==> config.mk <==
export PLATFORM = sky130hd
export DESIGN_NAME = sdram_timing_guard
export DESIGN_NICKNAME = d
export VERILOG_FILES = /design/src/rtl/sdram_pkg.sv /design/src/rtl/sdram_bank_timer.sv /design/src/rtl/sdram_timing_guard.sv
export SDC_FILE = /design/constraint.sdc
export NUM_CORES = 1
export LEC_CHECK = 0
export CAP_MARGIN = 5
export CORE_MARGIN = 4
export CORE_UTILIZATION = 40
export DETAILED_ROUTE_END_ITERATION = 10
export SYNTH_ARGS = -nofsm -noshare
export SYNTH_HDL_FRONTEND = slang
export SYNTH_SLANG_ARGS = --single-unit
==> constraint.sdc <==
create_clock -name clk -period 4.5 [get_ports clk]
set_input_delay 0.675 -clock clk [delete_from_list [all_inputs] [get_ports clk]]
set_output_delay 0.675 -clock clk [all_outputs]
set_load 0.05 [all_outputs]
==> src/rtl/sdram_pkg.sv <==
// Shared definitions for the SDRAM timing guard.
// Holds the command encoding, the per-bank state encoding and the
// default JEDEC timing values (in clock cycles, CAS-2 part).
package sdram_pkg;

   localparam int unsigned CMD_W = 4;

   typedef enum logic [CMD_W-1:0] {
      CMD_NOOP           = 4'd0,
      CMD_ACTIVATE       = 4'd1,
      CMD_READ           = 4'd2,
      CMD_READA          = 4'd3,
      CMD_WRITE          = 4'd4,
      CMD_WRITEA         = 4'd5,
      CMD_PRECHARGE_BANK = 4'd6,
      CMD_PRECHARGE_ALL  = 4'd7,
      CMD_AREFRESH       = 4'd8,
      CMD_SET_MODE_REG   = 4'd9
   } cmd_e;

   typedef enum logic {
      BANK_IDLE   = 1'b0,
      BANK_ACTIVE = 1'b1
   } bank_state_e;

   localparam int unsigned DEF_NUM_BANKS = 4;
   localparam int unsigned DEF_CNT_W     = 4;
   localparam int unsigned DEF_T_RC      = 8;
   localparam int unsigned DEF_T_RCD     = 2;
   localparam int unsigned DEF_T_MRD     = 2;
   localparam int unsigned DEF_T_RP      = 2;
   localparam int unsigned DEF_T_DPL     = 2;
   localparam int unsigned DEF_T_RAS     = 5;
   localparam int unsigned DEF_T_DAL     = 4;
   localparam int unsigned DEF_T_REFI    = 780;
   localparam int unsigned DEF_REFI_W    = 10;

endpackage

==> src/rtl/sdram_bank_timer.sv <==
// One bank's open/idle state plus its rcd/ras/rp/dpl/rc down-counters.
// Ports:
//   clk, reset_n        clock, async active-low reset
//   act_go .. pre_go    issued command aimed at this bank (one-hot per cycle)
//   is_open_c           bank has an open row
//   act_ok_c            ACTIVATE timing met
//   rw_ok_c             READ/WRITE timing met
//   rwa_ok_c            READA/WRITEA timing met
//   pre_ok_c            PRECHARGE legal (idle, or ras and dpl expired)
//   rp_zero_c           precharge/auto-precharge recovery finished
// All *_c outputs are decodes of this block's own flops.
module sdram_bank_timer
   import sdram_pkg::*;
#(
   parameter int unsigned CNT_W = DEF_CNT_W,
   parameter int unsigned T_RC  = DEF_T_RC,
   parameter int unsigned T_RCD = DEF_T_RCD,
   parameter int unsigned T_RP  = DEF_T_RP,
   parameter int unsigned T_DPL = DEF_T_DPL,
   parameter int unsigned T_RAS = DEF_T_RAS,
   parameter int unsigned T_DAL = DEF_T_DAL
) (
   input  logic clk,
   input  logic reset_n,
   input  logic act_go,
   input  logic wr_go,
   input  logic rda_go,
   input  logic wra_go,
   input  logic pre_go,
   output logic is_open_c,
   output logic act_ok_c,
   output logic rw_ok_c,
   output logic rwa_ok_c,
   output logic pre_ok_c,
   output logic rp_zero_c
);

   // A counter loaded with T-1 reaches zero exactly T cycles after the issue.
   localparam logic [CNT_W-1:0] RC_LD  = CNT_W'(T_RC  > 0 ? T_RC  - 1 : 0);
   localparam logic [CNT_W-1:0] RCD_LD = CNT_W'(T_RCD > 0 ? T_RCD - 1 : 0);
   localparam logic [CNT_W-1:0] RP_LD  = CNT_W'(T_RP  > 0 ? T_RP  - 1 : 0);
   localparam logic [CNT_W-1:0] DPL_LD = CNT_W'(T_DPL > 0 ? T_DPL - 1 : 0);
   localparam logic [CNT_W-1:0] RAS_LD = CNT_W'(T_RAS > 0 ? T_RAS - 1 : 0);
   localparam logic [CNT_W-1:0] DAL_LD = CNT_W'(T_DAL > 0 ? T_DAL - 1 : 0);

   function automatic logic [CNT_W-1:0] dec(input logic [CNT_W-1:0] v);
      return (v == '0) ? '0 : v - CNT_W'(1);
   endfunction

   bank_state_e      state_q, state_d;
   logic [CNT_W-1:0] rcd_q, ras_q, rp_q, dpl_q, rc_q;
   logic             pre_eff;

   // PRECHARGE to an idle bank is a no-op and must not restart tRP.
   assign pre_eff = pre_go & (state_q == BANK_ACTIVE);

   // Bank state register
   always_ff @(posedge clk or negedge reset_n) begin
      if (!reset_n) state_q <= BANK_IDLE;
      else          state_q <= state_d;
   end

   // Bank next state
   always_comb begin
      state_d = state_q;
      case (state_q)
         BANK_IDLE:   if (act_go) state_d = BANK_ACTIVE;
         BANK_ACTIVE: if (rda_go || wra_go || pre_eff) state_d = BANK_IDLE;
      endcase
   end

   // Timing counters: load on issue, otherwise count down to zero
   always_ff @(posedge clk or negedge reset_n) begin
      if (!reset_n) begin
         rcd_q <= '0;
         ras_q <= '0;
         rp_q  <= '0;
         dpl_q <= '0;
         rc_q  <= '0;
      end else begin
         rcd_q <= act_go ? RCD_LD : dec(rcd_q);
         ras_q <= act_go ? RAS_LD : dec(ras_q);
         rc_q  <= act_go ? RC_LD  : dec(rc_q);
         dpl_q <= wr_go  ? DPL_LD : dec(dpl_q);
         if (wra_go)                rp_q <= DAL_LD;
         else if (rda_go || pre_eff) rp_q <= RP_LD;
         else                       rp_q <= dec(rp_q);
      end
   end

   assign is_open_c = (state_q == BANK_ACTIVE);
   assign rp_zero_c = (rp_q == '0);
   assign act_ok_c  = !is_open_c && rp_zero_c && (rc_q == '0);
   assign rw_ok_c   = is_open_c && (rcd_q == '0);
   assign rwa_ok_c  = rw_ok_c && (ras_q == '0);
   assign pre_ok_c  = !is_open_c || ((ras_q == '0) && (dpl_q == '0));

endmodule

==> src/rtl/sdram_timing_guard.sv <==
// Per-bank SDRAM command legality checker and refresh scheduler, placed
// between the controller FSM and the pin driver.
// Ports:
//   clk, reset_n   clock, async active-low reset
//   cmd_valid      controller proposes cmd this cycle
//   cmd            command code (sdram_pkg::cmd_e)
//   cmd_bank       target bank
//   cmd_ready      combinational: proposed command is legal now
//   bank_open      per-bank open-row flags
//   refresh_due    refresh interval expired (held until AREFRESH issues)
//   all_idle       every bank idle and recovered from precharge
// Optional (macro SDRAM_GUARD_ERR_EN):
//   err, err_cmd   sticky flag and code of the first held-off command
module sdram_timing_guard
   import sdram_pkg::*;
#(
   parameter int unsigned NUM_BANKS = DEF_NUM_BANKS,
   parameter int unsigned CNT_W     = DEF_CNT_W,
   parameter int unsigned T_RC      = DEF_T_RC,
   parameter int unsigned T_RCD     = DEF_T_RCD,
   parameter int unsigned T_MRD     = DEF_T_MRD,
   parameter int unsigned T_RP      = DEF_T_RP,
   parameter int unsigned T_DPL     = DEF_T_DPL,
   parameter int unsigned T_RAS     = DEF_T_RAS,
   parameter int unsigned T_DAL     = DEF_T_DAL,
   parameter int unsigned T_REFI    = DEF_T_REFI,
   parameter int unsigned REFI_W    = DEF_REFI_W,
   localparam int unsigned BANK_W   = (NUM_BANKS > 1) ? $clog2(NUM_BANKS) : 1
) (
   input  logic                 clk,
   input  logic                 reset_n,
   input  logic                 cmd_valid,
   input  logic [CMD_W-1:0]     cmd,
   input  logic [BANK_W-1:0]    cmd_bank,
   output logic                 cmd_ready,
   output logic [NUM_BANKS-1:0] bank_open,
   output logic                 refresh_due,
   output logic                 all_idle
`ifdef SDRAM_GUARD_ERR_EN
   ,
   output logic                 err,
   output logic [CMD_W-1:0]     err_cmd
`endif
);

   // Per-bank vectors are padded to the full cmd_bank range so any index is legal.
   localparam int unsigned NB_PAD = 1 << BANK_W;

   localparam logic [CNT_W-1:0]  MRD_LD = CNT_W'(T_MRD > 0 ? T_MRD - 1 : 0);
   localparam logic [CNT_W-1:0]  REF_LD = CNT_W'(T_RC  > 0 ? T_RC  - 1 : 0);
   localparam logic [REFI_W-1:0] DUE_AT = REFI_W'(T_REFI > 0 ? T_REFI - 1 : 0);

   function automatic logic [CNT_W-1:0] dec(input logic [CNT_W-1:0] v);
      return (v == '0) ? '0 : v - CNT_W'(1);
   endfunction

   logic [NB_PAD-1:0] act_ok, rw_ok, rwa_ok, pre_ok, rp_zero, open_v;
   logic [CNT_W-1:0]  mrd_q, ref_q;
   logic [REFI_W-1:0] refi_q;
   logic              issue, bank_ok, gate_ok, prea_ok;

   assign issue   = cmd_valid & cmd_ready;
   assign bank_ok = (32'(cmd_bank) < NUM_BANKS);
   assign gate_ok = bank_ok && (mrd_q == '0);

   // Bank timers; padding slots read as closed, not ready, recovered
   for (genvar b = 0; b < NB_PAD; b++) begin : g_bank
      if (b < NUM_BANKS) begin : g_live
         logic sel;
         assign sel = issue && (cmd_bank == BANK_W'(b));
         sdram_bank_timer #(
            .CNT_W (CNT_W),
            .T_RC  (T_RC),
            .T_RCD (T_RCD),
            .T_RP  (T_RP),
            .T_DPL (T_DPL),
            .T_RAS (T_RAS),
            .T_DAL (T_DAL)
         ) u_timer (
            .clk       (clk),
            .reset_n   (reset_n),
            .act_go    (sel && (cmd == CMD_ACTIVATE)),
            .wr_go     (sel && (cmd == CMD_WRITE)),
            .rda_go    (sel && (cmd == CMD_READA)),
            .wra_go    (sel && (cmd == CMD_WRITEA)),
            .pre_go    ((sel && (cmd == CMD_PRECHARGE_BANK)) ||
                        (issue && (cmd == CMD_PRECHARGE_ALL))),
            .is_open_c (open_v[b]),
            .act_ok_c  (act_ok[b]),
            .rw_ok_c   (rw_ok[b]),
            .rwa_ok_c  (rwa_ok[b]),
            .pre_ok_c  (pre_ok[b]),
            .rp_zero_c (rp_zero[b])
         );
      end else begin : g_pad
         assign open_v[b]  = 1'b0;
         assign act_ok[b]  = 1'b0;
         assign rw_ok[b]   = 1'b0;
         assign rwa_ok[b]  = 1'b0;
         assign pre_ok[b]  = 1'b0;
         assign rp_zero[b] = 1'b1;
      end
   end

   assign bank_open = open_v[NUM_BANKS-1:0];
   assign all_idle  = !(|open_v[NUM_BANKS-1:0]) && (&rp_zero[NUM_BANKS-1:0]);
   // Idle banks report pre_ok=1, so the AND covers only the active ones.
   assign prea_ok   = &pre_ok[NUM_BANKS-1:0];

   // Command legality decode
   always_comb begin
      cmd_ready = 1'b0;
      case (cmd)
         CMD_NOOP:                      cmd_ready = 1'b1;
         CMD_ACTIVATE:                  cmd_ready = gate_ok && act_ok[cmd_bank] && (ref_q == '0);
         CMD_READ, CMD_WRITE:           cmd_ready = gate_ok && rw_ok[cmd_bank];
         CMD_READA, CMD_WRITEA:         cmd_ready = gate_ok && rwa_ok[cmd_bank];
         CMD_PRECHARGE_BANK:            cmd_ready = gate_ok && pre_ok[cmd_bank];
         CMD_PRECHARGE_ALL:             cmd_ready = gate_ok && prea_ok;
         CMD_AREFRESH, CMD_SET_MODE_REG: cmd_ready = gate_ok && all_idle && (ref_q == '0);
         default:                       cmd_ready = 1'b0;
      endcase
   end

   // Global mode-register, refresh-cycle and refresh-interval counters
   always_ff @(posedge clk or negedge reset_n) begin
      if (!reset_n) begin
         mrd_q  <= '0;
         ref_q  <= '0;
         refi_q <= '0;
      end else begin
         mrd_q <= (issue && (cmd == CMD_SET_MODE_REG)) ? MRD_LD : dec(mrd_q);
         if (issue && (cmd == CMD_AREFRESH)) begin
            ref_q  <= REF_LD;
            refi_q <= '0;
         end else begin
            ref_q  <= dec(ref_q);
            refi_q <= (&refi_q) ? refi_q : refi_q + REFI_W'(1);
         end
      end
   end

   assign refresh_due = (refi_q >= DUE_AT);

`ifdef SDRAM_GUARD_ERR_EN
   // Sticky capture of the first non-NOOP command that was held off
   always_ff @(posedge clk or negedge reset_n) begin
      if (!reset_n) begin
         err     <= 1'b0;
         err_cmd <= '0;
      end else if (!err && cmd_valid && !cmd_ready && (cmd != CMD_NOOP)) begin
         err     <= 1'b1;
         err_cmd <= cmd;
      end
   end
`endif

endmodule
==> flow_metrics.tcl <==
set metrics [dict create \
    finalMaxSlewViolations 0 \
    yosys.area_share.simple_pct 23.0 \
    cts_buffer_depth 2 \
    synth-adder-area-share_pct 7.24 \
    drtAntennaViolNets 0 \
    synth-edff-count 0 \
    hold_class "primary input to async pin" \
    cp_slowest_cell "clkdlybuf4s50_1" \
    synth_commonest_cells "102 x dfrtp_1, 51 x nor2_1, 46 x inv_1, 45 x nor3_1, 39 x a21oi_1" \
    yosysSeqAreaShare_pct 46.2 \
    end_kind "primary output" \
    ir_drop_v 0.000343 \
    slowest_delay_ns 0.65 \
    dp_hpwl_mm 8.41 \
    synth_nets 613 \
    cts-buffers-inserted 9 \
    dpl.cell_count 758 \
    clock_skew_ns 0.00660 \
    rsz0062_at_grt "false" \
    crit_start "cmd_bank[1]" \
    final_nets 634 \
    syn-instance-count 572 \
    grt_use_total_pct 15.0 \
    grt_max_degree 63 \
    ys.flop_type "dfrtp_1" \
    min_period_ns 3.84 \
    critPathArrivalTime_ns 3.17 \
    synth_cell_types 51 \
    place_congestion 0.922 \
    num_vias 4164 \
    wl_per_cell_um 14.7 \
    rr_worst_depth 10 \
    setup_viol 0 \
    drt-total-wl_mm 11.3 \
    clk_latency_ns 0.35 \
    grt_pass1_wl_mm 19.4 \
    clock-sinks 102 \
    final_layout_size_suffix_gt1_share_pct 7.02 \
    start_kind "primary input" \
    r2r-end "g_bank[0].g_live.u_timer.rc_q[0]" \
    leakage_nw 2.75 \
    detail_route.first_pass.iterations 4 \
    dieArea_mm2 0.0158 \
    drv_cap 0 \
    crit_chain "clkdlybuf4s50_1 -> or2_0 -> a31oi_1 -> a2111oi_2 -> a31o_2 -> a2111oi_4 -> o21ai_0 -> buf_4" \
    fin_ws_ns 0.658 \
    antenna_cells 0 \
    avgSynthCellArea_um2 9.67 \
    crit_type "primary input to primary output" \
    hold_buffers 0 \
    max_freq_ghz 0.260 \
    row_count 42 \
    fin_tns_setup_ns 0 \
    period_share_pct 85.4 \
    synth_compound_area_share_pct 15.5 \
    via_per_inst 5.38 \
    synthTopCellsByArea "dfrtp_1 46%, ha_1 7.2%, nor3_1 4.1%, a21oi_1 3.5%, nor2_1 3.5%" \
    synth_top_family_by_area "simple AND/OR/NAND/NOR gates" \
    synth_top_area_share_pct 46.2 \
    drc 0 \
    htree_levels 3 \
    drt_first_iter_violations 192 \
    final_util_pct 46.2 \
    start_util_pct 41.3 \
    yosys_register_bits 102 \
    io_pins 16 \
    netlist_area_mm2 0.00553 \
    postCtsResizedCells 0 \
    die_x_um 126 \
    ys_warn_count 0 \
    areaGrowthSynthToFinish_pct 12.0 \
    cts_setup_buffers 0 \
    synth.most_common_cell "dfrtp_1" \
    worst_slew_pin_slew_ns 0.822 \
    portBuffers 15 \
    design.core.area_mm2 0.0134 \
    p_per_area_mw_per_mm2 609 \
    synthXorXnorAreaFrac_pct 1.74 \
    first_global_vias 4051 \
    rrSetupSlack_ns 1.06 \
    yosysTopAreaCell "dfrtp_1" \
    power.total_mw 3.77 \
    run_status "completed" \
    critPathMaxFanout 14 \
    synthMuxAreaShare_pct 1.45 \
    die_h_um 126 \
    cts_tree "done" \
    slew_headroom_pct 44.7 \
    hold_viol 0 \
    instances_no_fill 774 \
    antenna_found_initial 0 \
    grt.overflow.total 0 \
    pre_cts_ws_ns 0.620 \
    required_ns 3.83 \
    cts-root-buf "clkbuf_16" \
    clk_pin_slew_ns 0.06 \
    reg2reg_from "g_bank[2].g_live.u_timer.ras_q[0]" \
    async_reset_ff_share_pct 100 \
]
-- through the flow --
step | hold slack, ns | cell area, um2
final | 0.402 | 6190
after global routing | 0.478 | 6190
after CTS | 0.436 | 6190
after floorplan | 0.379 | 5530
after global placement | 0.444 | 5890
after detailed placement | 0.448 | 5890
-- final cells by class --
type	count	area, um2
clock buffers	11	243
clock inverters	5	57.6
fillers	1290	7210
inverters	46	173
multi-input cells	406	2710
flip-flops and latches	102	2550
well taps	176	220
repair buffers	28	243
-- how the worst max path moves through the flow --
stage	endpoint	slack, ns	cells past startpoint
final	cmd_ready	0.66	8
after global routing	cmd_ready	0.51	8
after CTS	cmd_ready	0.66	8
after detailed placement	g_bank[2].g_live.u_timer.ras_q[1]	0.62	9
after global placement	g_bank[2].g_live.u_timer.ras_q[3]	0.67	9
after floorplan	cmd_ready	0.34	9
-- where the power goes --
group          internal, mW  switching [mW]
clock network         0.447           0.331
registers              1.28           0.294
logic                 0.652           0.769
total                  2.38            1.39
-- critical path, delay by kind of cell --
kind / cells / cell delay (ns)
compound gates: 5 / 1.17
buf+inv: 2 / 0.86
simple gates: 1 / 0.46
-- layout by cell type, fill, tap and decap left out, drive strengths merged, types with 13 or more instances in the layout --
cell	instances
nor2	51
inv	47
nor3b	13
nand3b	16
o21ai	25
a21oi	39
buf	15
ha	32
or3	20
nand2	27
clkdlybuf4s50	13
dfrtp	102
nand2b	17
nor3	45
-- logic make-up after synthesis --
kind of cell	count (synthesis)
XOR/XNOR	11
multiplexers	8
AND/OR/NAND/NOR	233
flip-flops	102
adder cells (fa/ha/maj)	32
buffers and inverters	64
AO/OA/AOI/OAI	122
-- flip-flops by register name, summed over array words and instances, names as in the netlist --
name,count
g_bank.g_live.u_timer.is_open_c,4
g_bank.g_live.u_timer.rcd_q,16
g_bank.g_live.u_timer.rc_q,16
g_bank.g_live.u_timer.rp_q,16
ref_q,4
mrd_q,4
refi_q,10
g_bank.g_live.u_timer.ras_q,16
g_bank.g_live.u_timer.dpl_q,16
-- routing by layer --
layer | track usage (%) | wire length (um) | vias to the layer above
met3 | 3.16 | 403 | 22
met2 | 23.6 | 5290 | 59
met4 | 6.51 | 294 | 0
met5 | 0 | 0 | -
li1 | - | - | 2077
met1 | 20.1 | 5350 | 2006
(Power assumes the default switching activity.)
